**config.mk**
```make
export PLATFORM = sky130hd
export DESIGN_NAME = cache_refill_ctrl_flat
export DESIGN_NICKNAME = d
export VERILOG_FILES = /design/src/rtl/cache_pkg.sv /design/src/rtl/cache_refill_ctrl_if.sv /design/src/rtl/req_timer.sv /design/src/rtl/cache_refill_ctrl.sv /design/src/flat_wrapper.sv
export SDC_FILE = /design/constraint.sdc
export NUM_CORES = 1
export LEC_CHECK = 0
export ABC_CLOCK_PERIOD_IN_PS = 2400
export CAP_MARGIN = 20
export CORE_MARGIN = 5
export CORE_UTILIZATION = 44
export DETAILED_ROUTE_END_ITERATION = 7
export PLACE_DENSITY = 0.84
export SETUP_SLACK_MARGIN = 0.5
export SYNTH_ARGS = -nofsm -noshare
export SYNTH_HDL_FRONTEND = slang
export SYNTH_SLANG_ARGS = --single-unit
```
**constraint.sdc**
```tcl
create_clock -name clk_1 -period 2.4 [get_ports clk_1]
set_input_delay 0.36 -clock clk_1 [delete_from_list [all_inputs] [get_ports clk_1]]
set_output_delay 0.36 -clock clk_1 [all_outputs]
set_load 0.01 [all_outputs]
```
**src/rtl/cache_pkg.sv**
```systemverilog
// Shared widths, FSM encoding and helpers for the cache refill controller.
package cache_pkg;

  localparam int unsigned ADDR_W  = 16;
  localparam int unsigned DATA_W  = 8;
  localparam int unsigned INDEX_W = 7;
  localparam int unsigned TAG_W   = 9;
  localparam int unsigned CNT_W   = 16;

  typedef enum logic [2:0] {
    StIdle,
    StLookup,
    StCheck,
    StMreq,
    StFill,
    StWrite,
    StDone
  } state_e;

  // Increment that sticks at all-ones instead of wrapping.
  function automatic logic [CNT_W-1:0] sat_inc(input logic [CNT_W-1:0] value);
    return (value == '1) ? value : value + 1'b1;
  endfunction

endpackage

```
**src/rtl/cache_refill_ctrl_if.sv**
```systemverilog
// CPU, cache and backing-memory signal bundle for the refill controller.
interface cache_refill_ctrl_if;
  import cache_pkg::*;

  // CPU side
  logic              cpu_req;
  logic              cpu_wr;
  logic [ADDR_W-1:0] cpu_addr;
  logic [DATA_W-1:0] cpu_wdata;
  logic [DATA_W-1:0] cpu_rdata;
  logic              cpu_ready;
  logic              cpu_err;

  // Cache array side
  logic              c_w_rd;
  logic [ADDR_W-1:0] c_addr;
  logic [DATA_W-1:0] c_wdata;
  logic [DATA_W-1:0] c_rdata;
  logic              c_hit;

  // Backing memory side
  logic              mem_req;
  logic              mem_wr;
  logic [ADDR_W-1:0] mem_addr;
  logic [DATA_W-1:0] mem_wdata;
  logic [DATA_W-1:0] mem_rdata;
  logic              mem_ack;

  // Controller view
  modport master (
    input  cpu_req, cpu_wr, cpu_addr, cpu_wdata, c_rdata, c_hit, mem_rdata, mem_ack,
    output cpu_rdata, cpu_ready, cpu_err, c_w_rd, c_addr, c_wdata,
    output mem_req, mem_wr, mem_addr, mem_wdata
  );

  // Environment view (CPU, cache array and memory together)
  modport slave (
    output cpu_req, cpu_wr, cpu_addr, cpu_wdata, c_rdata, c_hit, mem_rdata, mem_ack,
    input  cpu_rdata, cpu_ready, cpu_err, c_w_rd, c_addr, c_wdata,
    input  mem_req, mem_wr, mem_addr, mem_wdata
  );

endinterface

```
**src/rtl/req_timer.sv**
```systemverilog
// Memory-wait timeout counter: cleared outside the waiting states, counts while enabled.
module req_timer #(
  parameter int unsigned TIMEOUT_CYCLES = 64
) (
  input  logic clk_1,
  input  logic rst,
  input  logic clear,
  input  logic enable,
  output logic expired
);

  localparam int unsigned CW = $clog2(TIMEOUT_CYCLES + 1);

  logic [CW-1:0] count;

  // Count waiting cycles; holds once the limit is reached.
  always_ff @(posedge clk_1 or negedge rst) begin
    if (!rst) begin
      count <= '0;
    end else if (clear) begin
      count <= '0;
    end else if (enable && !expired) begin
      count <= count + 1'b1;
    end
  end

  // Flags the last permitted waiting cycle, so the wait lasts exactly TIMEOUT_CYCLES.
  assign expired = enable && (count == CW'(TIMEOUT_CYCLES - 1));

endmodule

```
**src/rtl/cache_refill_ctrl.sv**
```systemverilog
// Cache refill controller: read lookup with miss refill, write-through with allocate,
// memory timeout and a saturating read-miss counter. All outputs are registered.
module cache_refill_ctrl
  import cache_pkg::*;
#(
  parameter int unsigned TIMEOUT_CYCLES = 64
) (
  input  logic                 clk_1,
  input  logic                 rst,
  cache_refill_ctrl_if.master  bus,
  output logic [CNT_W-1:0]     miss_cnt
);

  state_e            state;
  logic [ADDR_W-1:0] addr_lat;
  logic [DATA_W-1:0] fill_data;
  logic              timer_clear;
  logic              timer_en;
  logic              expired;

  // Timer only runs while waiting on memory; any other state holds it at zero.
  always_comb begin
    timer_en    = (state == StMreq) || (state == StWrite);
    timer_clear = !timer_en;
  end

  req_timer #(
    .TIMEOUT_CYCLES(TIMEOUT_CYCLES)
  ) u_req_timer (
    .clk_1  (clk_1),
    .rst    (rst),
    .clear  (timer_clear),
    .enable (timer_en),
    .expired(expired)
  );

  // Main FSM; every output is updated alongside the state that owns it.
  always_ff @(posedge clk_1 or negedge rst) begin
    if (!rst) begin
      state         <= StIdle;
      addr_lat      <= '0;
      fill_data     <= '0;
      miss_cnt      <= '0;
      bus.cpu_rdata <= '0;
      bus.cpu_ready <= 1'b0;
      bus.cpu_err   <= 1'b0;
      bus.c_w_rd    <= 1'b0;
      bus.c_addr    <= '0;
      bus.c_wdata   <= '0;
      bus.mem_req   <= 1'b0;
      bus.mem_wr    <= 1'b0;
      bus.mem_addr  <= '0;
      bus.mem_wdata <= '0;
    end else begin
      unique case (state)
        StIdle: begin
          if (bus.cpu_req) begin
            addr_lat   <= bus.cpu_addr;
            bus.c_addr <= bus.cpu_addr;
            if (bus.cpu_wr) begin
              // Allocate into the cache and start the write-through together.
              state         <= StWrite;
              bus.c_w_rd    <= 1'b1;
              bus.c_wdata   <= bus.cpu_wdata;
              bus.mem_req   <= 1'b1;
              bus.mem_wr    <= 1'b1;
              bus.mem_addr  <= bus.cpu_addr;
              bus.mem_wdata <= bus.cpu_wdata;
            end else begin
              state      <= StLookup;
              bus.c_w_rd <= 1'b0;
            end
          end
        end
        StLookup: begin
          state <= StCheck;
        end
        StCheck: begin
          if (bus.c_hit) begin
            bus.cpu_rdata <= bus.c_rdata;
            bus.cpu_ready <= 1'b1;
            bus.cpu_err   <= 1'b0;
            state         <= StDone;
          end else begin
            bus.mem_req  <= 1'b1;
            bus.mem_wr   <= 1'b0;
            bus.mem_addr <= addr_lat;
            miss_cnt     <= sat_inc(miss_cnt);
            state        <= StMreq;
          end
        end
        StMreq: begin
          // Ack wins over a timeout landing on the same cycle.
          if (bus.mem_ack) begin
            fill_data   <= bus.mem_rdata;
            bus.mem_req <= 1'b0;
            bus.c_w_rd  <= 1'b1;
            bus.c_addr  <= addr_lat;
            bus.c_wdata <= bus.mem_rdata;
            state       <= StFill;
          end else if (expired) begin
            bus.mem_req   <= 1'b0;
            bus.cpu_rdata <= '0;
            bus.cpu_ready <= 1'b1;
            bus.cpu_err   <= 1'b1;
            state         <= StDone;
          end
        end
        StFill: begin
          bus.c_w_rd    <= 1'b0;
          bus.c_wdata   <= '0;
          bus.cpu_rdata <= fill_data;
          bus.cpu_ready <= 1'b1;
          bus.cpu_err   <= 1'b0;
          state         <= StDone;
        end
        StWrite: begin
          // Cache write strobe only lasts the first WRITE cycle.
          bus.c_w_rd  <= 1'b0;
          bus.c_wdata <= '0;
          if (bus.mem_ack || expired) begin
            bus.mem_req   <= 1'b0;
            bus.mem_wr    <= 1'b0;
            bus.cpu_rdata <= '0;
            bus.cpu_ready <= 1'b1;
            bus.cpu_err   <= !bus.mem_ack;
            state         <= StDone;
          end
        end
        StDone: begin
          bus.cpu_ready <= 1'b0;
          bus.cpu_err   <= 1'b0;
          state         <= StIdle;
        end
        default: begin
          state <= StIdle;
        end
      endcase
    end
  end

endmodule

```
**src/flat_wrapper.sv**
```systemverilog
// flat-port wrapper written by rule: the top's interface ports become plain ports
module cache_refill_ctrl_flat import cache_pkg::*;
#(
  parameter int unsigned TIMEOUT_CYCLES = 64
)
  (clk_1, rst, miss_cnt, bus_cpu_req, bus_cpu_wr, bus_cpu_addr, bus_cpu_wdata, bus_c_rdata, bus_c_hit, bus_mem_rdata, bus_mem_ack, bus_cpu_rdata, bus_cpu_ready, bus_cpu_err, bus_c_w_rd, bus_c_addr, bus_c_wdata, bus_mem_req, bus_mem_wr, bus_mem_addr, bus_mem_wdata);
  cache_refill_ctrl_if bus_i ();
  input  logic clk_1;
  input  logic rst;
  output logic [CNT_W-1:0] miss_cnt;
  input wire logic [$bits(bus_i.cpu_req)-1:0] bus_cpu_req;
  input wire logic [$bits(bus_i.cpu_wr)-1:0] bus_cpu_wr;
  input wire logic [$bits(bus_i.cpu_addr)-1:0] bus_cpu_addr;
  input wire logic [$bits(bus_i.cpu_wdata)-1:0] bus_cpu_wdata;
  input wire logic [$bits(bus_i.c_rdata)-1:0] bus_c_rdata;
  input wire logic [$bits(bus_i.c_hit)-1:0] bus_c_hit;
  input wire logic [$bits(bus_i.mem_rdata)-1:0] bus_mem_rdata;
  input wire logic [$bits(bus_i.mem_ack)-1:0] bus_mem_ack;
  output wire logic [$bits(bus_i.cpu_rdata)-1:0] bus_cpu_rdata;
  output wire logic [$bits(bus_i.cpu_ready)-1:0] bus_cpu_ready;
  output wire logic [$bits(bus_i.cpu_err)-1:0] bus_cpu_err;
  output wire logic [$bits(bus_i.c_w_rd)-1:0] bus_c_w_rd;
  output wire logic [$bits(bus_i.c_addr)-1:0] bus_c_addr;
  output wire logic [$bits(bus_i.c_wdata)-1:0] bus_c_wdata;
  output wire logic [$bits(bus_i.mem_req)-1:0] bus_mem_req;
  output wire logic [$bits(bus_i.mem_wr)-1:0] bus_mem_wr;
  output wire logic [$bits(bus_i.mem_addr)-1:0] bus_mem_addr;
  output wire logic [$bits(bus_i.mem_wdata)-1:0] bus_mem_wdata;
  assign bus_i.cpu_req = bus_cpu_req;
  assign bus_i.cpu_wr = bus_cpu_wr;
  assign bus_i.cpu_addr = bus_cpu_addr;
  assign bus_i.cpu_wdata = bus_cpu_wdata;
  assign bus_i.c_rdata = bus_c_rdata;
  assign bus_i.c_hit = bus_c_hit;
  assign bus_i.mem_rdata = bus_mem_rdata;
  assign bus_i.mem_ack = bus_mem_ack;
  assign bus_cpu_rdata = bus_i.cpu_rdata;
  assign bus_cpu_ready = bus_i.cpu_ready;
  assign bus_cpu_err = bus_i.cpu_err;
  assign bus_c_w_rd = bus_i.c_w_rd;
  assign bus_c_addr = bus_i.c_addr;
  assign bus_c_wdata = bus_i.c_wdata;
  assign bus_mem_req = bus_i.mem_req;
  assign bus_mem_wr = bus_i.mem_wr;
  assign bus_mem_addr = bus_i.mem_addr;
  assign bus_mem_wdata = bus_i.mem_wdata;
  cache_refill_ctrl #(.TIMEOUT_CYCLES(TIMEOUT_CYCLES)) u_core (.clk_1(clk_1), .rst(rst), .bus(bus_i), .miss_cnt(miss_cnt));
endmodule
```
### After elaboration in Yosys (flattened, before gate mapping)

Index checks and enable logic that the tools add are counted.

| word-level totals | value |
|---|---|
| flip-flop bits (word level) | 111 |
| bits of input ports | 46 |
| output and inout port bits | 77 |
| word-level logic and storage cells | 114 |

| cells by class | value |
|---|---|
| $add $sub $neg | 2 |
| equal/unequal tests | 18 |
| mux-type cells | 46 |
| bitwise logic cells | 2 |
| reduce and logical (&&, ||, !) cells | 31 |

Operator list:

| kind | count |
|---|---|
| 2-to-1 mux 16 bit | 5 |
| one-hot mux 16 bit (2 select lines) | 2 |
| 2-to-1 mux 8 bit | 7 |
| one-hot mux 8 bit (4 select lines) | 1 |
| one-hot mux 8 bit (3 select lines) | 1 |
| AND reduction 5 bit | 4 |
| 2-to-1 mux 3 bit | 6 |
| one-hot mux 3 bit (6 select lines) | 1 |
| adder 16 x 1 -> 16 bit (second input constant) | 1 |
| == test 16 bit (second input constant) | 1 |
| 2-to-1 mux 1 bit | 16 |
| AND reduction 3 bit | 5 |
| 2-to-1 mux 7 bit | 2 |
| != test 2 bit (second input constant) | 7 |
| nonzero test 4 bit | 3 |
| == test 3 bit (second input constant) | 3 |
| one-hot mux 1 bit (4 select lines) | 2 |
| AND reduction 4 bit | 2 |
| adder 7 x 1 -> 7 bit (second input constant) | 1 |
| == test 7 x 6 -> 1 bit (second input constant) | 1 |
| == test 3 x 2 -> 1 bit (second input constant) | 2 |
| one-hot mux 1 bit (3 select lines) | 2 |
| AND reduction 6 bit | 1 |
| nonzero test 3 bit | 2 |
| 13 further kinds | 21 |

### Depth between registers and ports, before layout

Gate-level depths: netlist of the first run.

| depth | value |
|---|---|
| depth after elaboration | 7 |
| gate-level depth with buffers | 7 |
| depth with buffers taken out | 5 |

### Hierarchy

A second synthesis of the first run with hierarchy kept.

| unflattened totals | value |
|---|---|
| cell total of the unflattened synthesis | 465 |
| area, all modules | 5,132.4 sq um |

Modules (own cells, without submodules):

| module | instances | cells an instance | area an instance (sq um) | sequential area each (sq um) |
|---|---|---|---|---|
| cache_refill_ctrl | 1 | 426 | 4,742.0 | 2,602.5 |
| req_timer | 1 | 39 | 390.4 | 175.2 |

### Worst setup path after synthesis of the first run

Ideal clock, no wire load.

| path | value |
|---|---|
| path kind | register to register |
| start point | register u_core.state[2] |
| end point | register u_core.miss_cnt[15] |
| setup time | 79 ps |
| data arrival time | 2,011 ps |
| data required time | 2,321 ps |
| path slack | 310 ps |
| cell stages (with the launch flop) | 6 |
| path buffers | 1 |
| clock period less this slack | 2,090 ps |
| cell sequence | dfrtp_1 or4b_1 buf_2 or4_4 nor4_4 xor2_1 |

| between the ends | value |
|---|---|
| longest elaborated chain between the ends | 2 |

RTL lines:

| item | RTL line | RTL |
|---|---|---|
| start, declared | cache_refill_ctrl.sv:14 | `state_e state;` |
| start signal, assigned | cache_refill_ctrl.sv:40 | `state <= StIdle;` |
| start signal, assigned | cache_refill_ctrl.sv:62 | `state <= StWrite;` |
| start signal, assigned | cache_refill_ctrl.sv:70 | `state <= StLookup;` |
| == test 3 x 2 -> 1 bit | cache_refill_ctrl.sv:55 | `unique case (state)` |
| AND reduction 3 bit (no line) | -- |  |
| end signal, assigned | cache_refill_ctrl.sv:88 | `miss_cnt <= sat_inc(miss_cnt);` |
| end, declared | cache_refill_ctrl.sv:11 | `output logic [CNT_W-1:0] miss_cnt` |

No other way between the ends.
A chain may end at the register's enable or synchronous reset.

### Worst setup path after layout of the first run

| path | value |
|---|---|
| start point | register u_core.state[2] |
| end point | register u_core.miss_cnt[7] |

The elaborated chain is that of the path after synthesis.

==> results of run 1 <==
==> cell families after synthesis <==
group | after synthesis | share of synthesized area
mux | 82 | 0.175
flops | 111 | 0.550
fa+ha+maj | 2 | 0.00495
simple gates | 126 | 0.128
buf+inv | 29 | 0.0220
compound gates | 73 | 0.0884
xor+xnor | 19 | 0.0329
==> final timing paths <==
check	start	endpoint	slack (ns)
worst max-delay path	u_core.state[2]$_DFFE_PN0P_	u_core.miss_cnt[7]$_DFFE_PN0P_	0.50
worst min-delay path	rst	u_core.miss_cnt[15]$_DFFE_PN0P_	0.42
worst max register to register	u_core.state[2]$_DFFE_PN0P_	u_core.miss_cnt[7]$_DFFE_PN0P_	0.50
worst min register to register	u_core.bus.c_addr[0]$_DFFE_PN0P_	u_core.bus.c_addr[0]$_DFFE_PN0P_	0.49
max in group asynchronous	rst	u_core.bus.c_addr[12]$_DFFE_PN0P_	1.30
min in group clk_1	u_core.bus.c_addr[0]$_DFFE_PN0P_	u_core.bus.c_addr[0]$_DFFE_PN0P_	0.49
==> per-layer routing <==
metal | vias up | global-route usage | share of wire
met4 | 0 | 0.0528 | 0.013
met5 | - | 0 | 0
met1 | 1865 | 0.235 | 0.43
met2 | 122 | 0.313 | 0.48
li1 | 1818 | - | -
met3 | 13 | 0.0509 | 0.079
==> registers in the layout (all words and copies together), names as in the netlist, 8 cells and up <==
register,cells
u_core.addr_lat,16
u_core.bus.c_addr,16
u_core.bus.mem_addr,16
u_core.miss_cnt,16
u_core.bus.c_wdata,8
u_core.bus.cpu_rdata,8
u_core.bus.mem_wdata,8
u_core.fill_data,8
==> what timing repair did <==
action	4_1_cts	5_1_grt
resized for setup	6	12
pin swaps	6	3
hold buffers	1	0
endpoints found under the hold margin	18	0
setup endpoints to repair	34	40
setup buffers	0	0
==> layout make-up <==
cell class	count	area (µm²)
Multi-Input combinational cell	302	2260
Clock inverter	7	56.3
Tap cell	143	179
Fill cell	912	4450
Timing Repair Buffer	136	1350
Clock buffer	9	225
Sequential cell	111	2780
Inverter	5	18.8
==> placed cells by master (no fill, tap or decap), drive strengths merged, types with 2 or more instances in the layout <==
cell | netlist | final
nor4 | 3 | 3
nand3 | 17 | 17
mux2i | 33 | 33
and3 | 2 | 2
clkinv | 0 | 2
nor3 | 6 | 6
and2 | 3 | 3
dfrtp | 111 | 111
nor3b | 2 | 2
nand2b | 3 | 3
buf | 2 | 14
inv | 5 | 7
o21ai | 23 | 23
a31oi | 3 | 3
nor2 | 24 | 24
ha | 2 | 2
nor2b | 3 | 3
xnor2 | 9 | 9
clkbuf | 22 | 9
nand2 | 46 | 46
a211oi | 2 | 2
nand3b | 2 | 2
a22o | 8 | 8
and4 | 5 | 5
clkinvlp | 0 | 3
nand4 | 4 | 4
mux2 | 49 | 49
clkdlybuf4s50 | 0 | 120
a21oi | 24 | 24
o211ai | 2 | 2
xor2 | 10 | 10
o31a | 2 | 2
==> power by group <==
group	internal [mW]	total, mW	switching (mW)
clock network	0.716	1.43	0.716
registers	2.66	3.17	0.511
logic	2.10	3.83	1.73
==> metrics by stage <==
stage	setup WS, ns	utilization
final	0.498	0.607
after global routing	0.439	0.607
after CTS	0.403	0.603
after detailed placement	0.0143	0.576
after global placement	0.0609	0.576
after floorplan	0.415	-
==> critical path: stages, from the launching register on <==
cell and delay, ns:
dfrtp_1 0.39, or4b_4 0.53, or4_4 0.51, nor3b_4 0.22, xor2_1 0.16
==> impl_metrics.toml, run 1 <==
[finish]
syn_to_final_growth_pct = 35.9
stdcell_count = 713
final_cell_area_mm2 = 0.00687
drive_above_1_share = 0.179
antennaDiodeCount = 0
nNetsFinal = 613

[worst_setup_path]
r2r_cells = 4
cp.required_ns = 2.68
path_max_fanout = 5
arrival_ns = 2.18
criticalPathCategory = "reg -> reg"
cp-end-kind = "flop"
start_kind = "flop"

[synth]
ys.flop_type = "dfrtp_1"
synthArstFlopShare = 1.00
synthMostInstantiatedCell = "dfrtp_1"
avgSynthCellArea_um2 = 11.4
synth_cell_types = 46
synth_top_cells_by_count = "dfrtp_1, mux2_2, nand2_1"
synth_top_area_frac = 0.550
synth_seq_cells = 111
synth_edf_count = 0
synthCells = 442
synth_area_leaders = "dfrtp_1, mux2_2, mux2i_1"
ys_warn_count = 0
synth_top_area_cell = "dfrtp_1"
syn_nets = 490
synth_seq_area_share = 0.550
syn_area_mm2 = 0.00505

[place]
dpl.hpwl_um = 9130
place_inst = 696
portBuffers = 122
place_area_mm2 = 0.00652
place.gp.congestion = 0.814

[clock_network]
cts_root_buffer = "clkbuf_16"
clkLatencyLatePin_ns = 0.35
clock-sinks = 111
cts_buffers = 9
htreeDepth = 3
clk_path_buf_depth = 2
clkSlewWorstSetupHoldPaths_ns = 0.07
cts_tree = "built"

[sta]
fin_crit_ns = 1.90
hold_ws_ns = 0.421
tightest_slew_ns = 0.573
setup_viol = 0
max_freq_mhz = 526
slew_headroom = 0.617
slew_violations = 0
finalSetupTns_ns = 0
hold_viol = 0
timing.final.crit_share = 0.793
rsz0062_at_grt = "yes"
fin_skew_ns = 0.00776

[global_route]
grt_pass1_vias = 4007
grt_usage = 0.186
grt-ovfl-total = 0
grt_max_degree = 64
grt_pass1_wl_um = 19800
antenna_found_initial = 0

[drt]
routed_wirelength_um = 12400
drt_pass1_iterations = 4
drc = 0
ant_nets = 0
wl_per_cell_um = 17.4
dr_total_vias = 3818
via_per_inst = 5.35
drt_iter0_markers = 144

[die]
rows = 39
ioPinCount = 123
core_area_mm2 = 0.0113
dieArea_mm2 = 0.0137
die_w_um = 117
initial_core_util = 0.446
die_h_um = 117

[flow_run]
maxCapViolCount = 0

[pwr]
p_leak_nw = 2.88
peakVddDrop_uv = 666
power.density_mw_per_mm2 = 1230
p_total_mw = 8.43

[run_status]
status = "complete, no violations"

[min_path]
hold_class = "in -> async"
(Power assumes the default switching activity.)
==> run 2, diff against run 1 <==
ABC_CLOCK_PERIOD_IN_PS = 1900   (was 2400)
clock period = 1.9 ns   (was 2.4 ns; I/O delays follow)
==> impl_metrics.toml, run 2 (synthesis gave the netlist of run 1 again) <==
[finish]
syn_to_final_growth_pct = 66.1
fillCellCount = 660
nNetsFinal = 684
most-common-layout-cells = "dfrtp_1, dlygate4sd2_1, clkdlybuf4s50_1, buf_4, mux2_4"
layout_commonest_cell = "dfrtp_1"
drive_above_1_share = 0.402
finish.utilization = 0.741
antennaDiodeCount = 0

[drt]
dr_wl_met3_um = 794
routed_wirelength_um = 17800
drt_pass1_iterations = 5
ant_nets = 0
maxUsedRoutingLayer = "met4"
drt_iter0_markers = 377
via_per_inst = 5.70
wl_per_cell_um = 22.7
met2_length_um = 9340
dr_total_vias = 4465
wl_met1_um = 7010
drc = 0

[die]
ioPinCount = 123
die_w_um = 117
dieArea_mm2 = 0.0137
initial_core_util = 0.446
core_area_mm2 = 0.0113
die_h_um = 117
rows = 39

[worst_setup_path]
path_max_fanout = 5
arrival_ns = 2.16
cp-end-kind = "flop"
cp.required_ns = 2.18
start_kind = "flop"
criticalPathCategory = "reg -> reg"

[pwr]
power_frac_clock = 0.141
p_total_mw = 13.6
combPwrFrac = 0.551
power.density_mw_per_mm2 = 1620
p_int_mw = 8.41
p_leak_nw = 3.80
seqPwrFrac = 0.309
swShare = 0.383
peakVddDrop_uv = 886
switchingPower_mw = 5.22

[sta]
max_freq_mhz = 531
fin_crit_ns = 1.88
hold_viol = 0
timing.final.crit_share = 0.992
rsz0062_at_grt = "yes"
tightest_slew_ns = 0.486
fin_skew_ns = 0.0101
slew_violations = 0
slew_headroom = 0.675
setup_viol = 0

[clock_network]
clkSlewWorstSetupHoldPaths_ns = 0.08
htreeDepth = 3
clock-sinks = 111
cts_tree = "built"
clk_path_buf_depth = 2
clkLatencyLatePin_ns = 0.35
cts_buffers = 9
cts_root_buffer = "clkbuf_16"

[flow_run]
maxCapViolCount = 0

[global_route]
grt_pass1_wl_um = 24800
grt_usage = 0.234
grt_max_degree = 66
grt_pass1_vias = 4705
grt-ovfl-total = 0
antenna_found_initial = 0

[min_path]
hold_class = "in -> async"

[run_status]
status = "complete, no violations"

[place]
portBuffers = 122
dpl.hpwl_um = 9330
place.gp.congestion = 0.814
-- run 2: changes by cell type in the layout (fill, tap and decap cells not counted), sizes merged --
cell,delta
and4,+1
buf,+73
clkbuf,+1
clkdlybuf4s50,-76
clkinv,+2
clkinvlp,-3
dlygate4sd2,+72
inv,+1
-- run 2: per-stage QoR --
stage               hold slack, ns  setup TNS, ns  area, µm²  setup slack [ns]  cells
CTS                          0.345              0       7920            0.0498    772
detailed placement           0.176          -5.95       6830            -0.484    711
finish                       0.354              0       8390            0.0160    784
floorplan                  -0.0106        -0.0875       5380           -0.0304    442
global route                 0.383         -0.133       8390           -0.0685    784
global placement             0.171          -5.10       6830            -0.440    711
-- run 2: metal layers --
| metal | global-route usage | up-vias |
|---|---|---|
| met5 | 0 | - |
| met4 | 0.0894 | 0 |
| met3 | 0.0303 | 54 |
| met2 | 0.403 | 155 |
| met1 | 0.302 | 2285 |
| li1 | - | 1971 |
-- run 2: power by group through the flow --
stage | clock network (mW) | logic [mW] | registers (mW)
CTS | 1.92 | 6.53 | 4.01
global placement | 0 | 5.29 | 3.99
global route | 2.03 | 7.91 | 4.30
finish | 1.92 | 7.51 | 4.21
floorplan | 0 | 2.94 | 4.25
detailed placement | 0 | 5.43 | 4.04
-- run 2: layout make-up --
| class | instances | area (µm²) | area share |
|---|---|---|---|
| inverters | 5 | 18.8 | 0.00224 |
| repair buffers | 206 | 2220 | 0.265 |
| clock buffers | 9 | 225 | 0.0268 |
| multi-input cells | 303 | 2890 | 0.344 |
| flip-flops and latches | 111 | 2780 | 0.331 |
| well taps | 143 | 179 | 0.0213 |
| clock inverters | 7 | 77.6 | 0.00924 |
-- run 2: final timing paths --
check | from | to | slack, ns | cells past startpoint
min reg2reg | u_core.miss_cnt[15]$_DFFE_PN0P_ | u_core.miss_cnt[15]$_DFFE_PN0P_ | 0.50 | 1
max | u_core.state[2]$_DFFE_PN0P_ | u_core.miss_cnt[7]$_DFFE_PN0P_ | 0.02 | 4
max reg2reg | u_core.state[2]$_DFFE_PN0P_ | u_core.miss_cnt[7]$_DFFE_PN0P_ | 0.02 | 4
max in group asynchronous | rst | u_core.addr_lat[1]$_DFFE_PN0P_ | 0.84 | 3
min | rst | u_core.bus.mem_wdata[6]$_DFFE_PN0P_ | 0.35 | 2
min in group clk_1 | u_core.miss_cnt[15]$_DFFE_PN0P_ | u_core.miss_cnt[15]$_DFFE_PN0P_ | 0.50 | 1
-- run 2: worst max-delay path, cell delays in order, from the launching register on --
cell	delay [ns]
dfrtp_2	0.43
or4b_4	0.52
or4_4	0.50
nor3b_2	0.20
xor2_1	0.15
-- run 2: what timing repair did --
item,4_1_cts,5_1_grt
hold endpoints to repair,16,0
hold buffers,1,0
setup buffers,32,11
setup endpoints to repair,185,113
cloned,12,1
pin swaps,16,33
resized for setup,167,92
==> run 3, diff against run 2 <==
CTS_BUF_LIST = sky130_fd_sc_hd__clkbuf_4 sky130_fd_sc_hd__clkbuf_8 sky130_fd_sc_hd__clkbuf_16   (was unset)
DONT_BUFFER_PORTS = 1   (was unset)
PLACE_DENSITY = 0.71   (was 0.84)
==> impl_metrics.toml, run 3 (synthesis gave the netlist of run 1 again) <==
[run_status]
status = "finished, violations left"
failed_checks = "negative hold slack"

[finish]
most-common-layout-cells = "dfrtp_1, mux2_4, nand2_1, buf_4, mux2i_1"
finish.utilization = 0.606
nNetsFinal = 548
drive_above_1_share = 0.394
antennaDiodeCount = 0
stdcell_count = 648
final_cell_area_mm2 = 0.00686
layout_commonest_cell = "dfrtp_1"
syn_to_final_growth_pct = 35.7

[place]
place.gp.congestion = 0.863
pre_cts_slack_ns = -0.110
place_area_mm2 = 0.00555
dpl.hpwl_um = 8120
portBuffers = 0
place_inst = 588

[clock_network]
htreeDepth = 3
clk_path_buf_depth = 2
clkLatencyLatePin_ns = 0.35
cts_root_buffer = "clkbuf_16"
clock-sinks = 111
cts_buffers = 9
cts_tree = "built"
clkSlewWorstSetupHoldPaths_ns = 0.07

[drt]
drt_pass1_iterations = 4
dr_total_vias = 3689
drt_iter0_markers = 346
via_per_inst = 5.69
routed_wirelength_um = 13900
drc = 0
wl_per_cell_um = 21.4
ant_nets = 0

[pwr]
peakVddDrop_uv = 1020
p_total_mw = 11.4
p_leak_nw = 3.07
power.density_mw_per_mm2 = 1670

[sta]
hold_viol = 111
layout_setup_ws_ns = 0.0540
rsz0062_at_grt = "yes"
finalSetupTns_ns = 0
hold_ws_ns = -0.372
fin_crit_ns = 1.85
tightest_slew_ns = 0.300
slew_violations = 0
timing.final.crit_share = 0.972
fin_skew_ns = 0.00956
setup_viol = 0
max_freq_mhz = 542
slew_headroom = 0.798

[worst_setup_path]
criticalPathCategory = "reg -> reg"
cp.depth = 4
cp_top_family = "simple AND/OR/NAND/NOR gates"
start_kind = "flop"
cp_slowest_cell = "or4b_4"
path_max_fanout = 5
cp.required_ns = 2.17
critPathBufInv = 0
r2r_cells = 4
cp-end-kind = "flop"
arrival_ns = 2.12
crit_chain = "or4b_4 -> or4_4 -> nor3_1 -> xor2_1"
critPathMaxStageDelay_ns = 0.51

[global_route]
grt_max_degree = 112
grt_pass1_wl_um = 19600
grt_usage = 0.186
grt-ovfl-total = 0
grt_pass1_vias = 3611
antenna_found_initial = 0

[die]
rows = 39
core_area_mm2 = 0.0113
die_w_um = 117
dieArea_mm2 = 0.0137
die_h_um = 117
initial_core_util = 0.446
ioPinCount = 123

[flow_run]
maxCapViolCount = 0

[min_path]
hold_class = "in -> async"
run 3: changes by cell type in the layout (fill, tap and decap cells not counted), moves of 10 or more:
cell	change
nand2_1	+10
a21oi_1	+16
clkdlybuf4s50_1	-44
dlygate4sd2_1	-73
a21oi_2	-15
nor2_1	+12
run 3: worst register-to-register path: cells and delay by family (launching register included):
kind | cells | cell delay (ns)
XOR/XNOR | 1 | 0.16
flip-flops | 1 | 0.41
AND/OR/NAND/NOR | 3 | 1.20
run 3: path summary, 6_finish.rpt:
check / start / endpoint / slack [ns]
max in group asynchronous: rst / u_core.miss_cnt[12]$_DFFE_PN0P_ / 2.05
worst min-delay path: rst / u_core.bus.mem_wdata[2]$_DFFE_PN0P_ / -0.37
min in group clk_1: bus_cpu_addr[15] / u_core.addr_lat[15]$_DFFE_PN0P_ / 0.08
worst min register to register: u_core.u_req_timer.count[5]$_DFFE_PN0P_ / u_core.u_req_timer.count[6]$_DFFE_PN0P_ / 0.48
worst max register to register: u_core.state[2]$_DFFE_PN0P_ / u_core.miss_cnt[11]$_DFFE_PN0P_ / 0.05
worst max-delay path: u_core.state[2]$_DFFE_PN0P_ / u_core.miss_cnt[11]$_DFFE_PN0P_ / 0.05
run 3: timing repair:
action | in CTS | in global routing
gates cloned | 4 | 8
resized for setup | 63 | 57
setup endpoints to repair | 100 | 105
buffers inserted | 20 | 12
pin swaps | 16 | 26
hold endpoints to repair | 111 | 111
run 3: power by group:
group	internal (mW)	switching [mW]	total, mW
logic	2.87	2.18	5.04
registers	3.36	1.13	4.49
clock network	1.04	0.864	1.91
run 3: layout make-up:
| cell class | instances | area, µm² |
|---|---|---|
| well taps | 143 | 179 |
| flip-flops and latches | 111 | 2780 |
| multi-input cells | 305 | 2720 |
| clock buffers | 13 | 280 |
| clock inverters | 3 | 22.5 |
| repair buffers | 68 | 850 |
| inverters | 5 | 21.3 |
| fillers | 832 | 4460 |
run 3: routing by layer:
layer | track usage | share of wire
met1 | 0.236 | 0.41
met2 | 0.292 | 0.51
met3 | 0.0663 | 0.066
met4 | 0.0711 | 0.017
met5 | 0 | 0
